$ cat config.mk
export PLATFORM = sky130hd
export DESIGN_NAME = cmd_reg_parser
export DESIGN_NICKNAME = d
export VERILOG_FILES = /design/src/rtl/cmd_reg_parser.sv
export SDC_FILE = /design/constraint.sdc
export NUM_CORES = 1
export LEC_CHECK = 0
export CAP_MARGIN = 40
export CORE_UTILIZATION = 49
export CTS_CLUSTER_DIAMETER = 30
export CTS_CLUSTER_SIZE = 30
export DETAILED_ROUTE_END_ITERATION = 7
export PLACE_DENSITY = 0.84
export SLEW_MARGIN = 0
export SYNTH_ARGS = -nofsm -noshare
export SYNTH_HDL_FRONTEND = slang
export SYNTH_SLANG_ARGS = --single-unit
$ cat constraint.sdc
create_clock -name clk -period 3 [get_ports clk]
set_input_delay 0.9 -clock clk [delete_from_list [all_inputs] [get_ports clk]]
set_output_delay 0.9 -clock clk [all_outputs]
set_load 0.1 [all_outputs]
$ cat src/rtl/cmd_reg_parser.sv
// Byte-oriented command parser for a bank of argument registers.
// "P<idx><ARG_W binary digits>" writes a register, "Q<idx>" reads it back
// least-significant byte first. Replies are "*" on success and "!" on error.
// Handshake: txDataWr is a single-cycle strobe that carries txData. A strobe is
// only issued when txBusy was low in the deciding cycle, at most one byte per
// strobe, and never on two consecutive cycles. NewCmd is a single-cycle strobe
// qualifying Cmd; there is no back-pressure on the receive side.
module cmd_reg_parser #(
  parameter int NUM_REGS = 4,
  parameter int ARG_W    = 10,
  parameter int TIMEOUT  = 1000000
) (
  input  logic                      clk,
  input  logic                      rst,
  input  logic [7:0]                Cmd,
  input  logic                      NewCmd,
  input  logic                      txBusy,
  output logic [NUM_REGS*ARG_W-1:0] regOut,
  output logic [NUM_REGS-1:0]       regStrobe,
  output logic [7:0]                txData,
  output logic                      txDataWr,
  output logic                      busy,
  output logic [2:0]                dbg_state
);

  localparam int IDX_W  = (NUM_REGS > 1) ? $clog2(NUM_REGS) : 1;
  localparam int BCNT_W = $clog2(ARG_W + 1);
  localparam int TO_W   = $clog2(TIMEOUT + 1);
  localparam int NBYTES = (ARG_W + 7) / 8;

  localparam logic [7:0] CH_P      = 8'h50;
  localparam logic [7:0] CH_Q      = 8'h51;
  localparam logic [7:0] CH_R      = 8'h52;
  localparam logic [7:0] CH_0      = 8'h30;
  localparam logic [7:0] CH_1      = 8'h31;
  localparam logic [7:0] CH_ACK    = 8'h2A;
  localparam logic [7:0] CH_ERR    = 8'h21;
  localparam logic [7:0] IDX_LIMIT = 8'(8'h30 + NUM_REGS);

  typedef enum logic [2:0] {
    S_IDLE,
    S_W_IDX,
    S_W_BITS,
    S_COMMIT,
    S_R_IDX,
    S_R_SEND,
    S_ACK,
    S_ERR
  } state_t;

  state_t                    state_q, state_d;
  logic [IDX_W-1:0]          idx_q, idx_d;
  logic [ARG_W-1:0]          shadow_q, shadow_d;
  logic [BCNT_W-1:0]         bit_cnt_q, bit_cnt_d;
  logic                      byte_cnt_q, byte_cnt_d;
  logic [TO_W-1:0]           to_cnt_q, to_cnt_d;
  logic [NUM_REGS*ARG_W-1:0] regs_q, regs_d;
  logic [NUM_REGS-1:0]       strobe_q, strobe_d;
  logic [7:0]                tx_data_q, tx_data_d;
  logic                      tx_wr_q, tx_wr_d;

  logic        can_tx;
  logic        is_abort;
  logic        in_timed;
  logic        timed_out;
  logic        idx_ok;
  logic [15:0] rd_val;
  logic [7:0]  rd_byte;

  // A fresh byte may go out only if the UART is idle and no strobe is on the wire now.
  assign can_tx    = !txBusy && !tx_wr_q;
  assign is_abort  = NewCmd && (Cmd == CH_R);
  assign in_timed  = (state_q == S_W_IDX) || (state_q == S_W_BITS) || (state_q == S_R_IDX);
  assign timed_out = in_timed && !NewCmd && (to_cnt_q == TO_W'(TIMEOUT - 1));
  assign idx_ok    = (Cmd >= CH_0) && (Cmd < IDX_LIMIT);

  // Zero-extend the selected committed register and pick the byte being sent.
  always_comb begin
    rd_val = '0;
    rd_val[ARG_W-1:0] = regs_q[idx_q*ARG_W +: ARG_W];
    rd_byte = byte_cnt_q ? rd_val[15:8] : rd_val[7:0];
  end

  // Next-state and datapath decisions; an "R" byte overrides everything at the end.
  always_comb begin
    state_d    = state_q;
    idx_d      = idx_q;
    shadow_d   = shadow_q;
    bit_cnt_d  = bit_cnt_q;
    byte_cnt_d = byte_cnt_q;
    to_cnt_d   = '0;
    regs_d     = regs_q;
    strobe_d   = '0;
    tx_data_d  = '0;
    tx_wr_d    = 1'b0;

    if (in_timed) begin
      to_cnt_d = NewCmd ? '0 : to_cnt_q + 1'b1;
    end

    case (state_q)
      S_IDLE: begin
        if (NewCmd && (Cmd == CH_P)) begin
          state_d   = S_W_IDX;
          shadow_d  = '0;
          bit_cnt_d = '0;
        end else if (NewCmd && (Cmd == CH_Q)) begin
          state_d    = S_R_IDX;
          byte_cnt_d = 1'b0;
        end
      end
      S_W_IDX: begin
        if (NewCmd) begin
          if (idx_ok) begin
            idx_d   = IDX_W'(Cmd - CH_0);
            state_d = S_W_BITS;
          end else begin
            state_d = S_ERR;
          end
        end else if (timed_out) begin
          state_d = S_ERR;
        end
      end
      S_W_BITS: begin
        if (NewCmd) begin
          if ((Cmd == CH_0) || (Cmd == CH_1)) begin
            shadow_d  = ARG_W'({shadow_q, Cmd[0]});
            bit_cnt_d = bit_cnt_q + 1'b1;
            if (bit_cnt_q == BCNT_W'(ARG_W - 1)) begin
              state_d = S_COMMIT;
            end
          end else begin
            state_d = S_ERR;
          end
        end else if (timed_out) begin
          state_d = S_ERR;
        end
      end
      S_COMMIT: begin
        regs_d[idx_q*ARG_W +: ARG_W] = shadow_q;
        strobe_d[idx_q]              = 1'b1;
        state_d                      = S_ACK;
      end
      S_R_IDX: begin
        if (NewCmd) begin
          if (idx_ok) begin
            idx_d      = IDX_W'(Cmd - CH_0);
            byte_cnt_d = 1'b0;
            state_d    = S_R_SEND;
          end else begin
            state_d = S_ERR;
          end
        end else if (timed_out) begin
          state_d = S_ERR;
        end
      end
      S_R_SEND: begin
        if (can_tx) begin
          tx_wr_d   = 1'b1;
          tx_data_d = rd_byte;
          if (byte_cnt_q == 1'(NBYTES - 1)) begin
            state_d = S_ACK;
          end else begin
            byte_cnt_d = 1'b1;
          end
        end
      end
      S_ACK: begin
        if (can_tx) begin
          tx_wr_d   = 1'b1;
          tx_data_d = CH_ACK;
          state_d   = S_IDLE;
        end
      end
      S_ERR: begin
        if (can_tx) begin
          tx_wr_d   = 1'b1;
          tx_data_d = CH_ERR;
          state_d   = S_IDLE;
        end
      end
      default: state_d = S_IDLE;
    endcase

    // Abort: back to idle, scratch state cleared, committed registers untouched.
    if (is_abort && (state_q != S_IDLE)) begin
      state_d    = S_IDLE;
      idx_d      = '0;
      shadow_d   = '0;
      bit_cnt_d  = '0;
      byte_cnt_d = 1'b0;
      to_cnt_d   = '0;
      regs_d     = regs_q;
      strobe_d   = '0;
      tx_data_d  = '0;
      tx_wr_d    = 1'b0;
    end
  end

  // State and datapath registers with synchronous reset.
  always_ff @(posedge clk) begin
    if (rst) begin
      state_q    <= S_IDLE;
      idx_q      <= '0;
      shadow_q   <= '0;
      bit_cnt_q  <= '0;
      byte_cnt_q <= 1'b0;
      to_cnt_q   <= '0;
      regs_q     <= '0;
      strobe_q   <= '0;
      tx_data_q  <= '0;
      tx_wr_q    <= 1'b0;
    end else begin
      state_q    <= state_d;
      idx_q      <= idx_d;
      shadow_q   <= shadow_d;
      bit_cnt_q  <= bit_cnt_d;
      byte_cnt_q <= byte_cnt_d;
      to_cnt_q   <= to_cnt_d;
      regs_q     <= regs_d;
      strobe_q   <= strobe_d;
      tx_data_q  <= tx_data_d;
      tx_wr_q    <= tx_wr_d;
    end
  end

  assign regOut    = regs_q;
  assign regStrobe = strobe_q;
  assign txData    = tx_data_q;
  assign txDataWr  = tx_wr_q;
  assign busy      = (state_q != S_IDLE);
  assign dbg_state = state_q;

endmodule

==> impl_metrics.env, run 1 <==
export IMPL_status="finished, final reports clean"
export IMPL_fp_row_count=35
export IMPL_holdCritStartpoint="to_cnt_q[0]$_SDFF_PP0_"
export IMPL_fillers=781
export IMPL_netlist_top_cells_count="dfxtp_1, nor2_1, nand2_1"
export IMPL_placed_cells=746
export IMPL_hold_end="to_cnt_q[0]$_SDFF_PP0_"
export IMPL_cp_max_fo=6
export IMPL_clk_pin_slew_ns=0.10
export IMPL_power_density_nw_per_um2=455.7
export IMPL_drt_wl_total_um=13260
export IMPL_coreArea_um2=9328
export IMPL_ant_nets=0
export IMPL_reg2reg_from="idx_q[1]$_SDFFE_PP0P_"
export IMPL_seq_area_um2=1862
export IMPL_synth_ff_type="dfxtp_1"
export IMPL_cts_resized_gates=0
export IMPL_cts_htree_levels=3
export IMPL_synth_top_cell_by_area="dfxtp_1"
export IMPL_insertedDiodeCount=0
export IMPL_r2r_slack_ns=0.39
export IMPL_ctsHoldBuffers=0
export IMPL_detailed_place_hpwl_um=9495
export IMPL_io_pins=69
export IMPL_ys_top_cells_by_area="dfxtp_1, nor2_1, mux4_2"
export IMPL_cts_sinks=93
export IMPL_yosysMostFrequentCell="dfxtp_1"
export IMPL_drc=0
export IMPL_drt_iter0_markers=372
export IMPL_worst_setup_path_end_kind="register"
export IMPL_whs_path_depth=1
export IMPL_crit_path_start_kind="primary input"
export IMPL_rsz0062_at_grt="false"
export IMPL_stdcell_count=762
export IMPL_synth_distinct_cells=61
export IMPL_syn_inst=558
export IMPL_clock_skew_final_ns=0.01222
export IMPL_grt_pass1_vias=4196
export IMPL_antenna_found_initial=0
export IMPL_die_w_um=100.7
export IMPL_cp_required_ns=3.29
export IMPL_timing_final_crit_share_pct=90.94
export IMPL_cts_root_buffer_cell="clkbuf_8"
export IMPL_slew_violations=0
export IMPL_globalplace_congestion=0.9643
export IMPL_tightest_slew_ns=0.8500
export IMPL_wl_per_cell_um=17.40
export IMPL_nets=651
export IMPL_via_per_inst=5.869
export IMPL_cts_buffers=9
export IMPL_max_freq_mhz=366.5
export IMPL_start_util_pct=51.19
export IMPL_synth_edf_count=0
export IMPL_die_y_um=100.7
export IMPL_overflow=0
export IMPL_finalCriticalPeriod_ns=2.728
export IMPL_peakVddDrop_v=0.0003554
export IMPL_timing_slew_headroom_pct=42.95
export IMPL_die_area_um2=10140
export IMPL_min_path_type="reg -> reg"
export IMPL_cts_setup_buffers=0
export IMPL_grt_start_max_net_pins=40
export IMPL_avgSynthCellArea_um2=8.557
export IMPL_drive_gt1_share_pct=20.85
export IMPL_criticalPathCategory="in -> reg"
export IMPL_ys_warn_count=0
export IMPL_cts_tree="yes"
export IMPL_grt_first_pass_wirelength_um=21230
export IMPL_vias=4472
export IMPL_ys_seq_area_share_pct=38.99
export IMPL_report_final_setup_viol=0
export IMPL_multi_input_area_um2=2693
export IMPL_area_growth_pct=19.50
export IMPL_utilization_pct=61.17
export IMPL_worstSkewPairLatency_ns=0.37
export IMPL_portBuffers=68
export IMPL_ys_ff_latch=93
export IMPL_clk_path_buf_depth=2
export IMPL_hold_viol=0
export IMPL_r2r_end="regOut[11]$_SDFFE_PP0P_"
export IMPL_yosysTopAreaCellShare_pct=38.99
export IMPL_ff2ff_path_depth=6
export IMPL_cp_arrival_ns=3.02
export IMPL_synth_nets=581
export IMPL_track_usage_pct=26.94
export IMPL_cap_viol_max_count=0
export IMPL_p_leak_nw=2.076
export IMPL_async_flop_share_pct=0
export IMPL_first_pass_iters=6
export IMPL_netlist_area_um2=4775
[state kept, by name, indices dropped and copies added, names as in the netlist]
signal	cells
idx_q	2
byte_cnt_q	1
bit_cnt_q	4
dbg_state	3
regStrobe	4
txData	8
shadow_q	10
txDataWr	1
to_cnt_q	20
regOut	40
[report_power, final]
part / internal, W / switching [W]
Combinational: 0.000167 / 0.000332
Sequential: 0.00125 / 0.0000327
Clock: 0.000340 / 0.000479
[critical path, stage by stage]
cell and delay [ns]:
clkdlybuf4s50_1 0.50, nand3b_1 0.19, buf_4 0.21, or4_1 0.46, nor3_1 0.38, a221oi_1 0.14, a211oi_2 0.23
[logic make-up (layout without fill, tap and decap cells)]
logic type	count (synthesis)	count (layout)	synth area share, %
xor gates and xnor gates	22	22	4.036
DFF	93	93	38.99
buffers and inverters	48	123	4.612
and+or+nand+nor	263	263	27.99
adders and majority gates	11	11	2.883
muxes	26	26	8.281
AOI/OAI and AO/OA	95	95	13.21
[metrics by stage]
stage               hold WS [ns]  worst slack (ns)  TNS (ns)  power, W  area, um2
global placement          0.4436          -0.02815   -0.2510  0.001795       5514
floorplan                 0.4299          0.003332         0  0.001663       4775
finish                    0.4804            0.2718         0  0.002600       5705
CTS                       0.4826            0.2880         0  0.002604       5705
global route              0.5017            0.1411         0  0.002702       5705
detailed placement        0.4600          -0.09325    -3.053  0.001806       5514
[worst max path at each step]
stage,from,end,slack [ns]
after floorplan,dbg_state[0]$_SDFFE_PP0P_,busy,0.003
after global placement,Cmd[0],regOut[24]$_SDFFE_PP0P_,-0.03
after detailed placement,Cmd[1],bit_cnt_q[0]$_SDFFE_PP0P_,-0.09
after CTS,Cmd[1],bit_cnt_q[0]$_SDFFE_PP0P_,0.29
after global routing,Cmd[1],bit_cnt_q[0]$_SDFFE_PP0P_,0.14
final,NewCmd,dbg_state[0]$_SDFFE_PP0P_,0.27
[layout by cell type, fill, tap and decap left out, types with 7 or more instances in the layout]
cell type        netlist  routed
mux2_2                 8       8
nor3_1                26      26
mux4_2                10      10
nand2_1               47      47
nand4_1                9       9
xnor2_1                8       8
buf_4                  3      83
o21ai_0               12      12
a211oi_1               9       9
dfxtp_1               93      93
clkdlybuf4s50_1        0      11
mux2i_1                8       8
nor2b_1                7       7
inv_1                 11      11
a22oi_1               16      16
clkbuf_8               0      10
nand3_1               34      34
xor2_1                14      14
ha_1                  11      11
and3_1                 9       9
a21oi_1               31      31
nor2_1                82      82
[layer usage]
layer	global-route usage [%]	vias up	wire length (um)	part of all wire [%]
met5	0	-	0	0
met3	5.479	43	1021	7.7
met1	34.47	2099	5470	41
li1	-	2135	-	-
met2	44.20	195	6381	48
met4	11.48	0	386	2.9
[cell type report]
| type | count | share of cell area (%) |
|---|---|---|
| well taps | 129 | 2.829 |
| repair buffers | 95 | 13.20 |
| multi-input cells | 417 | 47.19 |
| clock buffers | 10 | 2.412 |
| flip-flops and latches | 93 | 32.63 |
| clock inverters | 6 | 0.9430 |
| inverters | 12 | 0.7895 |
Power figures use the tool's default switching activity.
==> run 2: changes to the inputs <==
- PLACE_DENSITY: 0.84 -> 0.76
==> run 2 against run 1 <==
Net effect:
- sequential power about the same
- first-iteration DRC count decreased by 28%
- utilization increased by 0.27 points
- global-route usage increased by 0.47 points
- critical path type unchanged
- largest power group unchanged
==> impl_metrics.env, run 2 (synthesis results as in run 1) <==
export IMPL_status="finished, final reports clean"
export IMPL_r2r_slack_ns=0.58
export IMPL_clk_path_buf_depth=2
export IMPL_placed_area_um2=5512
export IMPL_worstSkewPairLatency_ns=0.36
export IMPL_peakVddDrop_v=0.0002776
export IMPL_critical_path_startpoint="Cmd[1]"
export IMPL_reg2reg_from="idx_q[0]$_SDFFE_PP0P_"
export IMPL_portBuffers=68
export IMPL_grt_pass1_vias=4279
export IMPL_placed_cells=744
export IMPL_grt_start_max_net_pins=40
export IMPL_seq_area_um2=1862
export IMPL_cts_root_buffer_cell="clkbuf_8"
export IMPL_timing_slew_headroom_pct=36.52
export IMPL_coreArea_um2=9328
export IMPL_drt_wl_total_um=13320
export IMPL_die_area_um2=10140
export IMPL_cp_arrival_ns=3.03
export IMPL_cts_resized_gates=0
export IMPL_stdcell_count=760
export IMPL_min_path_type="reg -> reg"
export IMPL_wl_per_cell_um=17.52
export IMPL_fillers=815
export IMPL_cts_setup_buffers=0
export IMPL_drive_gt1_share_pct=20.44
export IMPL_utilization_pct=61.44
export IMPL_worst_setup_path_end_kind="register"
export IMPL_tightest_slew_ns=0.9434
export IMPL_slew_violations=0
export IMPL_criticalPathCategory="in -> reg"
export IMPL_layout_cell_area_non_filler_um2=5731
export IMPL_r2r_end="regOut[9]$_SDFFE_PP0P_"
export IMPL_cts_tree="yes"
export IMPL_cts_sinks=93
export IMPL_crit_path_start_kind="primary input"
export IMPL_track_usage_pct=27.40
export IMPL_power_density_nw_per_um2=472.7
export IMPL_detailed_place_hpwl_um=9769
export IMPL_timing_final_crit_share_pct=92.68
export IMPL_layout_commonest_cell="dfxtp_1"
export IMPL_cts_buffers=9
export IMPL_hold_end="regOut[19]$_SDFFE_PP0P_"
export IMPL_rsz0062_at_grt="false"
export IMPL_globalplace_congestion=0.9341
export IMPL_die_w_um=100.7
export IMPL_ff2ff_path_depth=7
export IMPL_whs_path_depth=2
export IMPL_report_final_setup_viol=0
export IMPL_die_y_um=100.7
export IMPL_grt_first_pass_wirelength_um=21770
export IMPL_cts_htree_levels=3
export IMPL_overflow=0
export IMPL_drc=0
export IMPL_nets=649
export IMPL_holdCritStartpoint="regOut[19]$_SDFFE_PP0P_"
export IMPL_vias=4420
export IMPL_first_pass_iters=5
export IMPL_clk_pin_slew_ns=0.09
export IMPL_antenna_found_initial=0
export IMPL_cp_required_ns=3.25
export IMPL_area_growth_pct=20.02
export IMPL_cap_viol_max_count=0
export IMPL_insertedDiodeCount=0
export IMPL_p_leak_nw=2.091
export IMPL_io_pins=69
export IMPL_fp_row_count=35
export IMPL_start_util_pct=51.19
export IMPL_max_freq_mhz=359.7
export IMPL_hold_ws_ns=0.4781
export IMPL_ant_nets=0
export IMPL_ctsHoldBuffers=0
export IMPL_drt_iter0_markers=267
export IMPL_cp_max_fo=12
export IMPL_fin_tns_setup_ns=0
export IMPL_hold_viol=0
export IMPL_final_cell_mix="dfxtp_1, nor2_1, buf_4"
export IMPL_clock_skew_final_ns=0.01463
export IMPL_via_per_inst=5.816
export IMPL_largest_reg_flops=40
export IMPL_finalCriticalPeriod_ns=2.780
export IMPL_multi_input_area_um2=2693
[run 2: cell count changes in the layout (fill, tap and decap cells not counted), sizes merged]
| cell | before | now |
|---|---|---|
| buf | 84 | 82 |
| bufinv | 0 | 2 |
| clkinvlp | 1 | 0 |
| inv | 15 | 14 |
[run 2: worst max-delay path by stage]
stage,endpoint
floorplan,busy
global route,shadow_q[8]$_SDFFE_PP0P_
CTS,bit_cnt_q[3]$_SDFFE_PP0P_
finish,shadow_q[8]$_SDFFE_PP0P_
detailed placement,bit_cnt_q[3]$_SDFFE_PP0P_
global placement,regOut[29]$_SDFFE_PP0P_
[run 2: power breakdown]
part           leakage (nW)  internal (W)  switching (W)
sequential            0.749       0.00125      0.0000337
clock                 0.112      0.000478       0.000454
combinational          1.23      0.000166       0.000328
total                  2.09       0.00189       0.000815
[run 2: layout make-up]
type,instances,share of cell area (%)
clock buffers,10,2.227
clock inverters,6,1.594
inverters,12,0.7860
multi-input cells,417,46.99
flip-flops and latches,93,32.49
well taps,129,2.817
repair buffers,93,13.10
[run 2: critical path, stage by stage]
cell and delay, ns:
clkdlybuf4s50_1 0.44, buf_4 0.16, or4_1 0.51, nor4b_1 0.34, o21ai_1 0.36, a22oi_1 0.27
nor2_1 0.06
[run 2: routing by layer]
layer / global-route usage (%) / vias up / wire [um]
li1: - / 2128 / -
met1: 35.38 / 2134 / 5803
met2: 45.73 / 140 / 6383
met3: 5.617 / 18 / 910
met4: 9.142 / 0 / 221
met5: 0 / - / 0
[run 2: stage by stage]
step | total power [W] | setup WS (ns)
2_1_floorplan | 0.001663 | 0.003332
3_3_place_gp | 0.001795 | -0.08520
3_5_place_dp | 0.001804 | -0.1579
4_1_cts | 0.002721 | 0.2058
5_1_grt | 0.002805 | 0.08270
6_report | 0.002709 | 0.2196
